**src/rtl/fg_period_sequencer.sv**
```systemverilog
// Period sequencer for the function-generator datapath: prescaled clock-enable, period counter CR,
// and shadowed waveform configuration committed only at period wraps. Define FG_BURST_EN for burst mode.
module fg_period_sequencer #(
  parameter int unsigned COUNTER_BITWIDTH   = 32,
  parameter int unsigned WAVEFORM_BITWIDTH  = 16,
  parameter int unsigned PRESCALER_BITWIDTH = 8
`ifdef FG_BURST_EN
  , parameter int unsigned BURST_BITWIDTH   = 16
`endif
) (
  input  logic                          clk_i,
  input  logic                          rstn_i,
  input  logic                          start_i,
  input  logic                          stop_i,
  input  logic [PRESCALER_BITWIDTH-1:0] prescaler_i,
`ifdef FG_BURST_EN
  input  logic [BURST_BITWIDTH-1:0]     burst_count_i,
`endif
  input  logic                          cfg_valid_i,
  output logic                          cfg_ready_o,
  input  logic [COUNTER_BITWIDTH-1:0]   cfg_period_i,
  input  logic [COUNTER_BITWIDTH-1:0]   cfg_on_i,
  input  logic [WAVEFORM_BITWIDTH-1:0]  cfg_k_rise_i,
  input  logic [WAVEFORM_BITWIDTH-1:0]  cfg_k_fall_i,
  input  logic [WAVEFORM_BITWIDTH-1:0]  cfg_amplitude_i,
  output logic                          clk_en_o,
  output logic [COUNTER_BITWIDTH-1:0]   CR_o,
  output logic [COUNTER_BITWIDTH-1:0]   counter_o,
  output logic [COUNTER_BITWIDTH-1:0]   ON_counter_o,
  output logic [WAVEFORM_BITWIDTH-1:0]  k_rise_o,
  output logic [WAVEFORM_BITWIDTH-1:0]  k_fall_o,
  output logic [WAVEFORM_BITWIDTH-1:0]  amplitude_o,
  output logic                          busy_o,
  output logic                          period_done_o,
  output logic                          done_o
);

  typedef enum logic [1:0] {IDLE, RUN, STOPPING} state_t;

  state_t state, state_next;

  logic [PRESCALER_BITWIDTH-1:0] presc;
  logic [PRESCALER_BITWIDTH-1:0] presc_cnt;
  logic [COUNTER_BITWIDTH-1:0]   sh_period;
  logic [COUNTER_BITWIDTH-1:0]   sh_on;
  logic [WAVEFORM_BITWIDTH-1:0]  sh_k_rise;
  logic [WAVEFORM_BITWIDTH-1:0]  sh_k_fall;
  logic [WAVEFORM_BITWIDTH-1:0]  sh_amplitude;
  logic tick, wrap, go, last_period, handshake, commit, burst_last;

`ifdef FG_BURST_EN
  logic [BURST_BITWIDTH-1:0] burst_len;
  logic [BURST_BITWIDTH-1:0] burst_cnt;
  assign burst_last = (burst_len != '0) && ((burst_cnt + BURST_BITWIDTH'(1)) == burst_len);
`else
  assign burst_last = 1'b0;
`endif

  assign tick      = (state != IDLE) && (presc_cnt == '0);
  assign wrap      = tick && (CR_o == counter_o);
  assign clk_en_o  = tick;
  assign busy_o    = (state != IDLE);
  assign handshake = cfg_valid_i && cfg_ready_o;
  // A pending shadow commits immediately when idle, otherwise only on a wrap edge.
  assign commit    = !cfg_ready_o && ((state == IDLE) || wrap);

  always_ff @(posedge clk_i) begin
    if (!rstn_i) state <= IDLE;
    else         state <= state_next;
  end

  always_comb begin
    state_next  = state;
    go          = 1'b0;
    last_period = 1'b0;
    case (state)
      IDLE: begin
        if (start_i && !stop_i) begin
          state_next = RUN;
          go         = 1'b1;
        end
      end
      RUN: begin
        if (wrap && burst_last) begin
          state_next  = IDLE;
          last_period = 1'b1;
        end else if (stop_i) begin
          state_next = STOPPING;
        end
      end
      STOPPING: begin
        if (wrap) begin
          state_next  = IDLE;
          last_period = 1'b1;
        end
      end
      default: state_next = IDLE;
    endcase
  end

  always_ff @(posedge clk_i) begin
    if (!rstn_i) begin
      presc         <= '0;
      presc_cnt     <= '0;
      CR_o          <= '0;
      period_done_o <= 1'b0;
      done_o        <= 1'b0;
`ifdef FG_BURST_EN
      burst_len     <= '0;
      burst_cnt     <= '0;
`endif
    end else begin
      period_done_o <= wrap;
      done_o        <= last_period;
      if (go) begin
        presc     <= prescaler_i;
        presc_cnt <= '0;
        CR_o      <= '0;
`ifdef FG_BURST_EN
        burst_len <= burst_count_i;
        burst_cnt <= '0;
`endif
      end else if (state != IDLE) begin
        presc_cnt <= (presc_cnt == presc) ? '0 : presc_cnt + PRESCALER_BITWIDTH'(1);
        if (tick) CR_o <= wrap ? '0 : CR_o + COUNTER_BITWIDTH'(1);
`ifdef FG_BURST_EN
        if (wrap) burst_cnt <= burst_cnt + BURST_BITWIDTH'(1);
`endif
      end
    end
  end

  always_ff @(posedge clk_i) begin
    if (!rstn_i) begin
      cfg_ready_o  <= 1'b1;
      sh_period    <= '0;
      sh_on        <= '0;
      sh_k_rise    <= '0;
      sh_k_fall    <= '0;
      sh_amplitude <= '0;
      counter_o    <= '0;
      ON_counter_o <= '0;
      k_rise_o     <= '0;
      k_fall_o     <= '0;
      amplitude_o  <= '0;
    end else begin
      if (handshake) begin
        cfg_ready_o  <= 1'b0;
        sh_period    <= cfg_period_i;
        sh_on        <= cfg_on_i;
        sh_k_rise    <= cfg_k_rise_i;
        sh_k_fall    <= cfg_k_fall_i;
        sh_amplitude <= cfg_amplitude_i;
      end
      if (commit) begin
        cfg_ready_o  <= 1'b1;
        counter_o    <= sh_period;
        ON_counter_o <= sh_on;
        k_rise_o     <= sh_k_rise;
        k_fall_o     <= sh_k_fall;
        amplitude_o  <= sh_amplitude;
      end
    end
  end

endmodule

```
**config.mk**
```make
export PLATFORM = sky130hd
export DESIGN_NAME = fg_period_sequencer
export DESIGN_NICKNAME = d
export VERILOG_FILES = /design/src/rtl/fg_period_sequencer.sv
export SDC_FILE = /design/constraint.sdc
export NUM_CORES = 1
export LEC_CHECK = 0
export BUFFER_PORTS_ARGS = -buffer_cell sky130_fd_sc_hd__buf_4
export CORE_MARGIN = 4
export CORE_UTILIZATION = 40
export CTS_CLUSTER_DIAMETER = 60
export DETAILED_ROUTE_END_ITERATION = 6
export GPL_TIMING_DRIVEN = 1
export PLACE_DENSITY = 0.61
export SYNTH_ARGS = -nofsm -noshare
export SYNTH_HDL_FRONTEND = slang
export SYNTH_SLANG_ARGS = --single-unit
```
**constraint.sdc**
```tcl
create_clock -name clk_i -period 2 [get_ports clk_i]
set_input_delay 0.1 -clock clk_i [delete_from_list [all_inputs] [get_ports clk_i]]
set_output_delay 0.1 -clock clk_i [all_outputs]
set_load 0.02 [all_outputs]
```
## Yosys cells after proc, flatten, opt, wreduce, memory -nomap -nowiden

Cells that the tools add are included.

| word-level totals | value |
|---|---|
| register bits after elaboration | 277 |

| operators by class | value |
|---|---|
| $add $sub $neg | 2 |
| equal/unequal tests | 7 |
| mux-type cells | 9 |
| bitwise logic cells | 1 |
| reductions and logical operators | 16 |

Operators by type and width:

| cell | count |
|---|---|
| adder 32 x 1 -> 32 bit (second input constant) | 1 |
| equality test 32 bit | 1 |
| two-way mux 32 bit | 1 |
| adder 8 x 1 -> 8 bit (second input constant) | 1 |
| equality test 8 bit | 1 |
| logical NOT 8 bit | 1 |
| two-way mux 8 bit | 1 |
| two-way mux 2 bit | 3 |
| one-hot mux 2 bit (3 select lines) | 1 |
| logical AND 1 bit | 5 |
| inequality test 2 bit (second input constant) | 2 |
| AND reduction 2 bit | 2 |
| OR reduction 2 bit | 2 |
| two-way mux 1 bit | 3 |
| AND reduction 3 bit | 1 |
| equality test 2 x 1 -> 1 bit (second input constant) | 1 |
| equality test 2 bit (second input constant) | 1 |
| logical NOT 1 bit | 2 |
| logical NOT 2 bit | 1 |
| inequality test 2 x 1 -> 1 bit (second input constant) | 1 |
| nonzero test 2 bit | 1 |
| logical OR 1 bit | 1 |
| NOT 1 bit | 1 |

## Logic depth before layout (Yosys ltp)

Gate-level depths: netlist of the first run.

| logic depth | value |
|---|---|
| depth after elaboration | 6 |
| depth in mapped cells | 10 |
| gate-level depth less buffers | 8 |

## Least setup slack after synthesis of the first run

No wires, ideal clock.

| timing path | value |
|---|---|
| kind | reg-to-reg |
| start point | register CR_o[10] |
| end point | register ON_counter_o[0] |
| setup time | 72 ps |
| arrival | 2067 ps |
| required time | 1928 ps |
| setup slack | -138 ps |
| stages on the path, launching flop included | 8 |
| path buffers | 2 |
| period minus slack after synthesis | 2138 ps |
| cell sequence | dfxtp_1 > xor2_1 > nor4_1 > nand2_1 > o41ai_4 > buf_6 > buf_6 > mux2i_1 |

| on the way | value |
|---|---|
| cells in the longest elaborated chain, start to end | 4 |

RTL lines:

| what | RTL line | RTL |
|---|---|---|
| start, declared | 27 | `output logic [COUNTER_BITWIDTH-1:0] CR_o,` |
| start signal, assigned | 125 | `if (tick) CR_o <= wrap ? '0 : CR_o + COUNTER_BITWIDTH'(1);` |
| equality test 32 bit | 60 | `assign wrap = tick && (CR_o == counter_o);` |
| logical AND 1 bit | 60 |  |
| logical OR 1 bit | 65 | `assign commit = !cfg_ready_o && ((state == IDLE) \|\| wrap);` |
| logical AND 1 bit | 65 |  |
| end signal, assigned | 158 | `ON_counter_o <= sh_on;` |
| end, declared | 29 | `output logic [COUNTER_BITWIDTH-1:0] ON_counter_o,` |

Every way passes these cells.
A chain may end at the register's enable or synchronous reset.

## Worst setup path after layout of the first run

| timing path | value |
|---|---|
| start point | register CR_o[20] |
| end point | register counter_o[6] |

| on the way | value |
|---|---|
| cells in the longest elaborated chain, start to end | 4 |

RTL lines:

| what | RTL line | RTL |
|---|---|---|
| equality test 32 bit | 60 |  |
| logical AND 1 bit | 60 |  |
| logical OR 1 bit | 65 |  |
| logical AND 1 bit | 65 |  |
| end signal, assigned | 157 | `counter_o <= sh_period;` |
| end, declared | 28 | `output logic [COUNTER_BITWIDTH-1:0] counter_o,` |

Every way passes these cells.

==> metrics list, run 1 <==
* Result of the run: complete, but fails checks
* Violated checks: negative setup slack
- Setup repair after global routing could not meet its margin everywhere.
* Warning count from the yosys run: 0
- The count of buffers added on input and output ports is 273.
- Clock-pin slew was measured on the worst setup and hold paths at 0.05 ns.
- The count of nets left with antenna violations once routing finished came out at 0.
- Before antenna repair, the detailed router went through 5 iterations.
- Dpl ws: -0.191 ns
* Placed standard-cell area: 14700 µm²
- STA classifies the critical path startpoint as a flop.
- For this block, the via count after detailed routing is 10695.
* Core Rows: 61
* Die H: 177 µm
* Netlist area before placement: 11400 µm²
- Post-synthesis register bit count: 277
- Of the cells placed in the final design, the portion with a size suffix greater than 1 is 31.5%.
- CTS H-tree lvls: 2
- The floorplan step set the die width to 177 µm.
- TritonCTS built the clock tree.
- Leaving out fill and tap cells, the most frequent cell in the layout is sky130_fd_sc_hd__nand2_1.
* Start-to-end type of the worst setup path: reg2reg
- Summed over all layers, the global routing overflow is 0.
- The average instance in the mapped netlist occupies 8.68 µm².
- Remaining design rule violation count: 0
* Static leakage: 7.64 nW
- The synthesized design contains 0 enable-type register cells.
* Root cell of the clock tree: sky130_fd_sc_hd__clkbuf_16
* Routability congestion estimate from global placement: 0.875
* Final wirelength: 34800 µm
- Clock latency reported for the late side of the worst-skew pair: 0.50 ns
- Setup violations remaining at the end of the flow were counted as 146.
- Nets: 1944
- Critical Path RT: 2.40 ns
- Core area: 27900 µm²
- Counting I/O delays and the setup requirement, the final critical path takes 2.23 ns.
- Area growth from synthesis to layout: 57.6%
- Multi-input combinational cell area: 5670 µm²
- GRT Util Overall: 20.6%
- CTS Buf Count: 35
- Across the run, the number of max-cap violations was 0.
- Starting density of the core: 40.7%
- Tightest Pin Transition: 0.683 ns
- Of all nets on the critical path, the largest fanout is 8.
* Number of global-route vias before repair: 10516
- Post-layout worst setup margin: -0.233 ns
* Dominant synthesized flop cell: sky130_fd_sc_hd__dfxtp_1
- The clock passes through at most 3 buffers.
- For this run, asynchronously set or reset flops after synthesis account for 0%.
* DR WL/cell: 15.7 µm
* Pin count of the biggest net entering global routing: 82
* Largest clock skew in the final design: 0.0129 ns
* Number of slew-limit violations in the final report: 0
* Final Hold Violating Endpoints: 0
- First-pass GRT wire length: 52800 µm
- Register area share after synthesis: 48.8%
* Detail Placement HPWL: 22800 µm
- The layout has 2347 filler cells.
- Initial antenna violation count: 1
- Highest ir drop seen on vdd: 0.605 mV
- Across the whole layout, storage elements account for 5610 µm².
- Synthesis produced a netlist with a net count of 1437.
- Top achievable clock speed: 448 MHz
* Commonest cells after routing, fill and taps aside: sky130_fd_sc_hd__nand2_1, sky130_fd_sc_hd__buf_4, sky130_fd_sc_hd__dfxtp_1
- At the worst endpoint, the arrival time is 2.64 ns.
- In the synthesized netlist, the number of instances is 1309.
- Crit end category: flop
* Worst slew margin: 54.5%
* DR iter-0 viols: 725
* Number of distinct standard cells referenced by the synthesized netlist: 38
* Worst Hold Class: in2reg
- For this design the top-level I/O count stands at 274.
- Final period util: 112%
- The floorplan step defined a die boundary enclosing 31200 µm².
* Clock sink count: 277
* Power Dens Cells: 793 nW/µm²
- After detailed routing, the number of vias per cell comes to 4.82.
* Post-layout instance area: 17900 µm²
## Yosys cell counts (3+ instances only)
cell type                  instances  area share, %
sky130_fd_sc_hd__and3_1            5           0.28
sky130_fd_sc_hd__inv_1             9           0.30
sky130_fd_sc_hd__o21ai_0           9           0.40
sky130_fd_sc_hd__a21oi_1           3           0.13
sky130_fd_sc_hd__or3_1            11           0.61
sky130_fd_sc_hd__xor2_1           49            3.8
sky130_fd_sc_hd__nor4_1           19            1.0
sky130_fd_sc_hd__nand4_1          14           0.77
sky130_fd_sc_hd__clkbuf_1         74            2.4
sky130_fd_sc_hd__xnor2_1          16            1.2
sky130_fd_sc_hd__nand2_1         486             16
sky130_fd_sc_hd__nand3_1          11           0.48
sky130_fd_sc_hd__o31ai_1           4           0.26
sky130_fd_sc_hd__buf_4             5           0.33
sky130_fd_sc_hd__or4_1             3           0.20
sky130_fd_sc_hd__mux2i_1         112            9.9
sky130_fd_sc_hd__nor3_1           27            1.2
sky130_fd_sc_hd__a211oi_1         12           0.79
sky130_fd_sc_hd__a21boi_0        121            8.0
sky130_fd_sc_hd__buf_6             8           0.79
sky130_fd_sc_hd__and4_1            3           0.23
sky130_fd_sc_hd__dfxtp_1         277             49
sky130_fd_sc_hd__nor2_1            9           0.30
sky130_fd_sc_hd__nand3b_1          3           0.20
sky130_fd_sc_hd__ha_1              3           0.33
## final cells by class
class | count | share of cell area [%]
inverter | 11 | 0.230
clock buffer | 50 | 5.83
sequential | 277 | 31.3
timing repair buffer | 558 | 27.9
multi-input combinational | 933 | 31.6
antenna | 2 | 0.0279
tap | 378 | 2.64
clock inverter | 8 | 0.405
## flip-flops by register name, indices dropped and copies added (netlist names), 16 cells and up
register and count:
k_rise_o 16, k_fall_o 16, sh_k_rise 16, sh_on 32, CR_o 32, amplitude_o 16, ON_counter_o 32, sh_k_fall 16
counter_o 32, sh_amplitude 16, sh_period 32
## per-layer routing
metal / GRT usage, % / wire [µm] / vias up
met5: 0 / 0 / -
met4: 6.67 / 1040 / 0
met3: 5.29 / 2520 / 59
met2: 34.1 / 16300 / 323
met1: 26.3 / 14900 / 4958
li1: - / - / 5355
## final timing paths
kind | endpoint | from | depth (start not counted) | slack, ns
max | counter_o[6]$_SDFFE_PN0P_ | CR_o[20]$_SDFFE_PP0P_ | 8 | -0.23
min | presc[4]$_SDFFE_PN0P_ | rstn_i | 2 | 0.01
max reg2reg | counter_o[6]$_SDFFE_PN0P_ | CR_o[20]$_SDFFE_PP0P_ | 8 | -0.23
min reg2reg | k_fall_o[1]$_SDFFE_PN0P_ | sh_k_fall[1]$_SDFFE_PN0P_ | 2 | 0.45
## metrics by stage
stage	setup TNS (ns)	hold slack (ns)	utilization [%]	power [mW]	std cells
3_5_place_dp	-16.79	0.307	52.6	7.68	2006
4_1_cts	-17.05	0.000281	61.6	14.0	2191
3_3_place_gp	-10.60	0.308	52.6	7.66	2006
6_report	-25.81	0.0144	64.1	14.2	2217
5_1_grt	-35.73	0.0272	64.1	14.7	2216
2_1_floorplan	-3.54	0.179	-	6.95	1309
## where the power goes
group / internal, mW / leakage (nW) / switching [mW]
sequential: 5.75 / 2.28 / 0.129
clock: 3.75 / 0.556 / 2.32
combinational: 1.19 / 4.81 / 1.08
## cells by family (layout without fill, tap and decap cells)
logic type	Yosys count	count (layout)	share of synthesized area, %
buf+inv	99	627	3.96
simple gates	599	599	21.9
fa+ha+maj	3	3	0.330
flops	277	277	48.8
mux	112	112	9.86
compound gates	154	154	10.1
xor+xnor	65	65	5.01
other cells	0	2	0
## worst max-delay path, stage by stage, from the launching register on
cell                        delay [ns]
sky130_fd_sc_hd__dfxtp_4          0.34
sky130_fd_sc_hd__xor2_1           0.15
sky130_fd_sc_hd__nor4_1           0.45
sky130_fd_sc_hd__nand4_1          0.22
sky130_fd_sc_hd__o41ai_4          0.26
sky130_fd_sc_hd__buf_6            0.18
sky130_fd_sc_hd__clkbuf_16        0.20
sky130_fd_sc_hd__buf_8            0.13
sky130_fd_sc_hd__mux2i_1          0.22
## what timing repair did
action | CTS | global route
setup endpoints to repair | 116 | 149
gates cloned | 1 | 13
pin swaps | 7 | 21
setup buffers | 3 | 13
hold buffers | 123 | 0
endpoints found under the hold margin | 123 | 0
resized for setup | 24 | 75
No activity file was read; power rests on OpenSTA's default activity.
==> inputs of run 2 (changes only) <==
==> constraint.sdc (replaced) <==
create_clock -name clk_i -period 1.9 [get_ports clk_i]
set_input_delay 0.095 -clock clk_i [delete_from_list [all_inputs] [get_ports clk_i]]
set_output_delay 0.095 -clock clk_i [all_outputs]
set_load 0.02 [all_outputs]
==> run 2 against run 1 <==
The run still ends with negative setup slack left. Utilization up 0.55 points. Design area up 0.85%. First-iteration DRC count down 5.1%. Clock power down 4.8%. Combinational power up 5%. Hold slack better by 0.069 ns. Die area unchanged. Sequential share of layout area down 0.19 points. Largest cell class unchanged.
==> metrics list, run 2 (synthesized netlist as in run 1, its figures left out) <==
* Dpl ws: -0.349 ns (-0.157 ns)
- The die span in y is 177 µm (unchanged).
- Nets: 1953 (+0.46%)
- FF/Latch Area: 5630 µm² (+0.25%)
- Clock input transition at the sequential cells of the worst setup and hold paths: 0.06 ns (about the same)
* Multi-input combinational cell area: 5880 µm² (+3.7%)
- Comb power frac: 16.6% (+0.6 points)
- Worst-path maximum fanout: 12 (+4)
- Commonest cells after routing, fill and taps aside: sky130_fd_sc_hd__nand2_1, sky130_fd_sc_hd__buf_4, sky130_fd_sc_hd__dfxtp_1
- Start-to-end type of the worst setup path: reg2reg
* Worst Hold Class: in2reg
* Vias: 10749 (+0.50%)
- Detail Placement HPWL: 23100 µm (+1.5%)
- CTS tree: yes
- Remaining design rule violation count: 0 (unchanged)
- GRT Util Overall: 21.3% (+0.68 points)
- The library cell used most frequently in the layout, excluding fill and tap cells, is sky130_fd_sc_hd__nand2_1.
- CTS H-tree lvls: 1 (-1)
- The proportion of total power due to net switching is 25.1% (+0.32 points).
* DR iter-0 viols: 688 (-5.1%)
* Proportion of power drawn by the clock network: 40.3% (-2.4 points)
- The remaining number of nets flagged by the antenna check after routing came to 0 (unchanged).
- Violated checks: negative setup slack
* Busiest grt layer: met2
* Number of port buffers: 273 (unchanged)
- The startpoint identified for the worst hold timing path is start_i.
- Final Hold Violating Endpoints: 0 (unchanged)
* Worst slew margin: 68.7% (+14 points)
- The total CTS buffers was 30 (-14%).
- The fraction of the core area covered by cells at the end of the flow was 64.7% (+0.55 points).
- Broken down by cell family, the worst path's largest delay share belongs to buffers and inverters.
- Ratio of routed vias to standard cells: 4.83 (+0.14%)
- The number of stages on the worst hold path was 5 (+3).
- Flop-to-flop setup slack: -0.31 ns (-0.08 ns)
- The share of final-layout standard cells stronger than drive strength 1 was 32.8% (+1.3 points).
- The worst register-to-register path ends at k_fall_o[0]$_SDFFE_PN0P_.
- The total congestion overflow came to 0 (unchanged).
- The final sum of negative setup slack came to -33.42 ns (-7.61 ns).
* DR WL/cell: 16.0 µm (+1.9%)
- Placed standard-cell area: 14800 µm² (+0.96%)
- The cell-internal power came to 10.7 mW (+0.50%).
- The slowest stage of the critical path belongs to the cell sky130_fd_sc_hd__dfxtp_2.
- Routability congestion estimate from global placement: 0.877 (+0.25%)
- The tree is rooted in a sky130_fd_sc_hd__clkbuf_16.
* Core Rows: 61 (unchanged)
* Clock sink count: 277 (unchanged)
- The highest achievable clock rate came to 451 MHz (+0.82%).
- Final wirelength: 35600 µm (+2.2%)
* Count of fill cells added during filler insertion: 2283 (-2.7%)
- Crit end category: flop
- The final number of max-transition violations came to 0 (unchanged).
* Area growth from synthesis to layout: 58.9%
* Number of buffers and inverters on the critical path: 3 (unchanged)
- The sequential power share is 43.2% (+1.8 points).
- Post-layout instance area: 18100 µm² (+0.85%)
- Type of element launching the critical path: flop
* Highest ir drop seen on vdd: 0.651 mV (+7.7%)
- The via count of the first global-routing pass is 10502 (-0.13%).
* Power Dens Cells: 794 nW/µm² (about the same)
- Reg2reg start: CR_o[1]$_SDFFE_PP0P_
* Most Frequent Cell on Critical Path: sky130_fd_sc_hd__buf_12
- Static leakage: 7.67 nW (+0.45%)
* Time the worst path needs with I/O delays and setup: 2.21 ns (-0.0182 ns)
- Max-cap violations: 0 (unchanged)
- The worst hold-check slack is 0.0835 ns (+0.0691 ns).
- Routing usage on met1: 28.2% (+1.9 points)
* Crit path DAT: 2.68 ns (+0.04 ns)
- The number of placed I/O pins came to 274 (unchanged).
- Result of the run: complete, but fails checks
- Pin count of the biggest net entering global routing: 81 (-1.2%)
* Final period util: 117% (+4.9 points)
- The insertion delay of the later-clocked pin in the worst-skew pair came to 0.55 ns (+0.05 ns).
* Setup repair after global routing missed its margin: true
- The horizontal die dimension is 177 µm (unchanged).
- The path with the worst hold slack has its endpoint at presc[6]$_SDFFE_PN0P_.
- Switching Power: 3.60 mW (+2.2%)
* Initial antenna violation count: 1 (unchanged)
- Largest clock skew in the final design: 0.0126 ns (-0.000319 ns)
- List of cells traversed by the critical path: xor2_1 -> nor4_1 -> nand3_2 -> o41ai_4 -> buf_6 -> buf_12 -> buf_12 -> mux2i_1
- Starting density of the core: 40.7% (unchanged)
- First-pass GRT wire length: 54800 µm (+3.7%)
- The die area was 31200 µm² (unchanged).
* Count of endpoints failing setup in the final report: 147 (+0.68%)
- Met2 Use GR: 35.0% (+0.93 points)
- Core area: 27900 µm² (unchanged)
- Number of cells on the worst reg-to-reg path: 8 (unchanged)
* Clock buffer depth: 3 (unchanged)
- The worst-margin pin slew was 0.468 ns (-0.215 ns).
* Worst path max stage delay: 0.35 ns (-0.10 ns)
- Router iterations before antenna repair: 5 (unchanged)
- The worst-case setup margin in the final layout came to -0.315 ns (-0.0818 ns).
- The critical path data required time came to 2.37 ns (-0.03 ns).
* Global Route met3 Usage: 4.65% (-0.64 points)
[run 2: cell types whose count changed in the layout (fill, tap and decap cells not counted), moves of 5 or more]
cell	delta
sky130_fd_sc_hd__nor3_2	+9
sky130_fd_sc_hd__buf_4	+9
sky130_fd_sc_hd__dlygate4sd3_1	+11
sky130_fd_sc_hd__a21boi_0	-5
sky130_fd_sc_hd__buf_8	-8
sky130_fd_sc_hd__nor4_1	-7
sky130_fd_sc_hd__buf_12	+8
sky130_fd_sc_hd__mux2i_2	+5
sky130_fd_sc_hd__mux2i_1	-5
sky130_fd_sc_hd__clkbuf_16	-7
sky130_fd_sc_hd__nor3_1	-7
[run 2: layout make-up]
| type | count | share of cell area [%] |
|---|---|---|
| inverters | 11 | 0.242 |
| repair buffers | 571 | 28.0 |
| clock buffers | 47 | 5.13 |
| flip-flops and latches | 277 | 31.1 |
| clock inverters | 6 | 0.319 |
| well taps | 378 | 2.62 |
| diodes | 1 | 0.0139 |
| multi-input cells | 934 | 32.5 |
[run 2: worst max-delay path by stage]
| stage | start | end | slack, ns | cells past startpoint |
|---|---|---|---|---|
| finish | CR_o[1]$_SDFFE_PP0P_ | k_fall_o[0]$_SDFFE_PN0P_ | -0.31 | 8 |
| global route | counter_o[20]$_SDFFE_PN0P_ | amplitude_o[4]$_SDFFE_PN0P_ | -0.40 | 8 |
| CTS | presc_cnt[0]$_SDFFE_PP0P_ | k_rise_o[2]$_SDFFE_PN0P_ | -0.29 | 11 |
| detailed placement | CR_o[3]$_SDFFE_PP0P_ | k_rise_o[2]$_SDFFE_PN0P_ | -0.35 | 8 |
| global placement | CR_o[3]$_SDFFE_PP0P_ | ON_counter_o[22]$_SDFFE_PN0P_ | -0.25 | 8 |
| floorplan | counter_o[7]$_SDFFE_PN0P_ | counter_o[0]$_SDFFE_PN0P_ | -0.16 | 7 |
[run 2: worst min-delay path, cell delays in order]
cell                       delay, ns
sky130_fd_sc_hd__buf_4          0.10
sky130_fd_sc_hd__nand3b_1       0.09
sky130_fd_sc_hd__buf_4          0.18
sky130_fd_sc_hd__nand2_1        0.06
sky130_fd_sc_hd__a21boi_1       0.05
[run 2: what timing repair did]
item                                    4_1_cts  5_1_grt
resized for setup                            32       80
setup buffers                                11       10
hold buffers                                137        0
pin swaps                                     8       28
gates cloned                                  3        8
endpoints found under the setup margin      149      161
hold endpoints to repair                    139        0
[run 2: power by group through the flow]
stage	Clock, mW	Combinational (mW)	Sequential, mW
6_report	5.77	2.38	6.19
3_5_place_dp	0	1.84	6.31
2_1_floorplan	0	0.932	6.39
5_1_grt	6.12	2.55	6.22
4_1_cts	5.89	2.19	6.19
3_3_place_gp	0	1.82	6.31
[run 2: routing by layer]
layer / part of all wire [%] / up-vias
li1: - / 5358
met1: 43 / 4997
met2: 47 / 313
met3: 6.7 / 81
met4: 3.7 / 0
met5: 0 / -
[run 2: through the flow]
stage | instances | total power [mW]
after CTS | 2213 | 14.3
after global routing | 2225 | 14.9
final | 2225 | 14.3
after detailed placement | 2009 | 8.15
after floorplan | 1309 | 7.32
after global placement | 2009 | 8.12
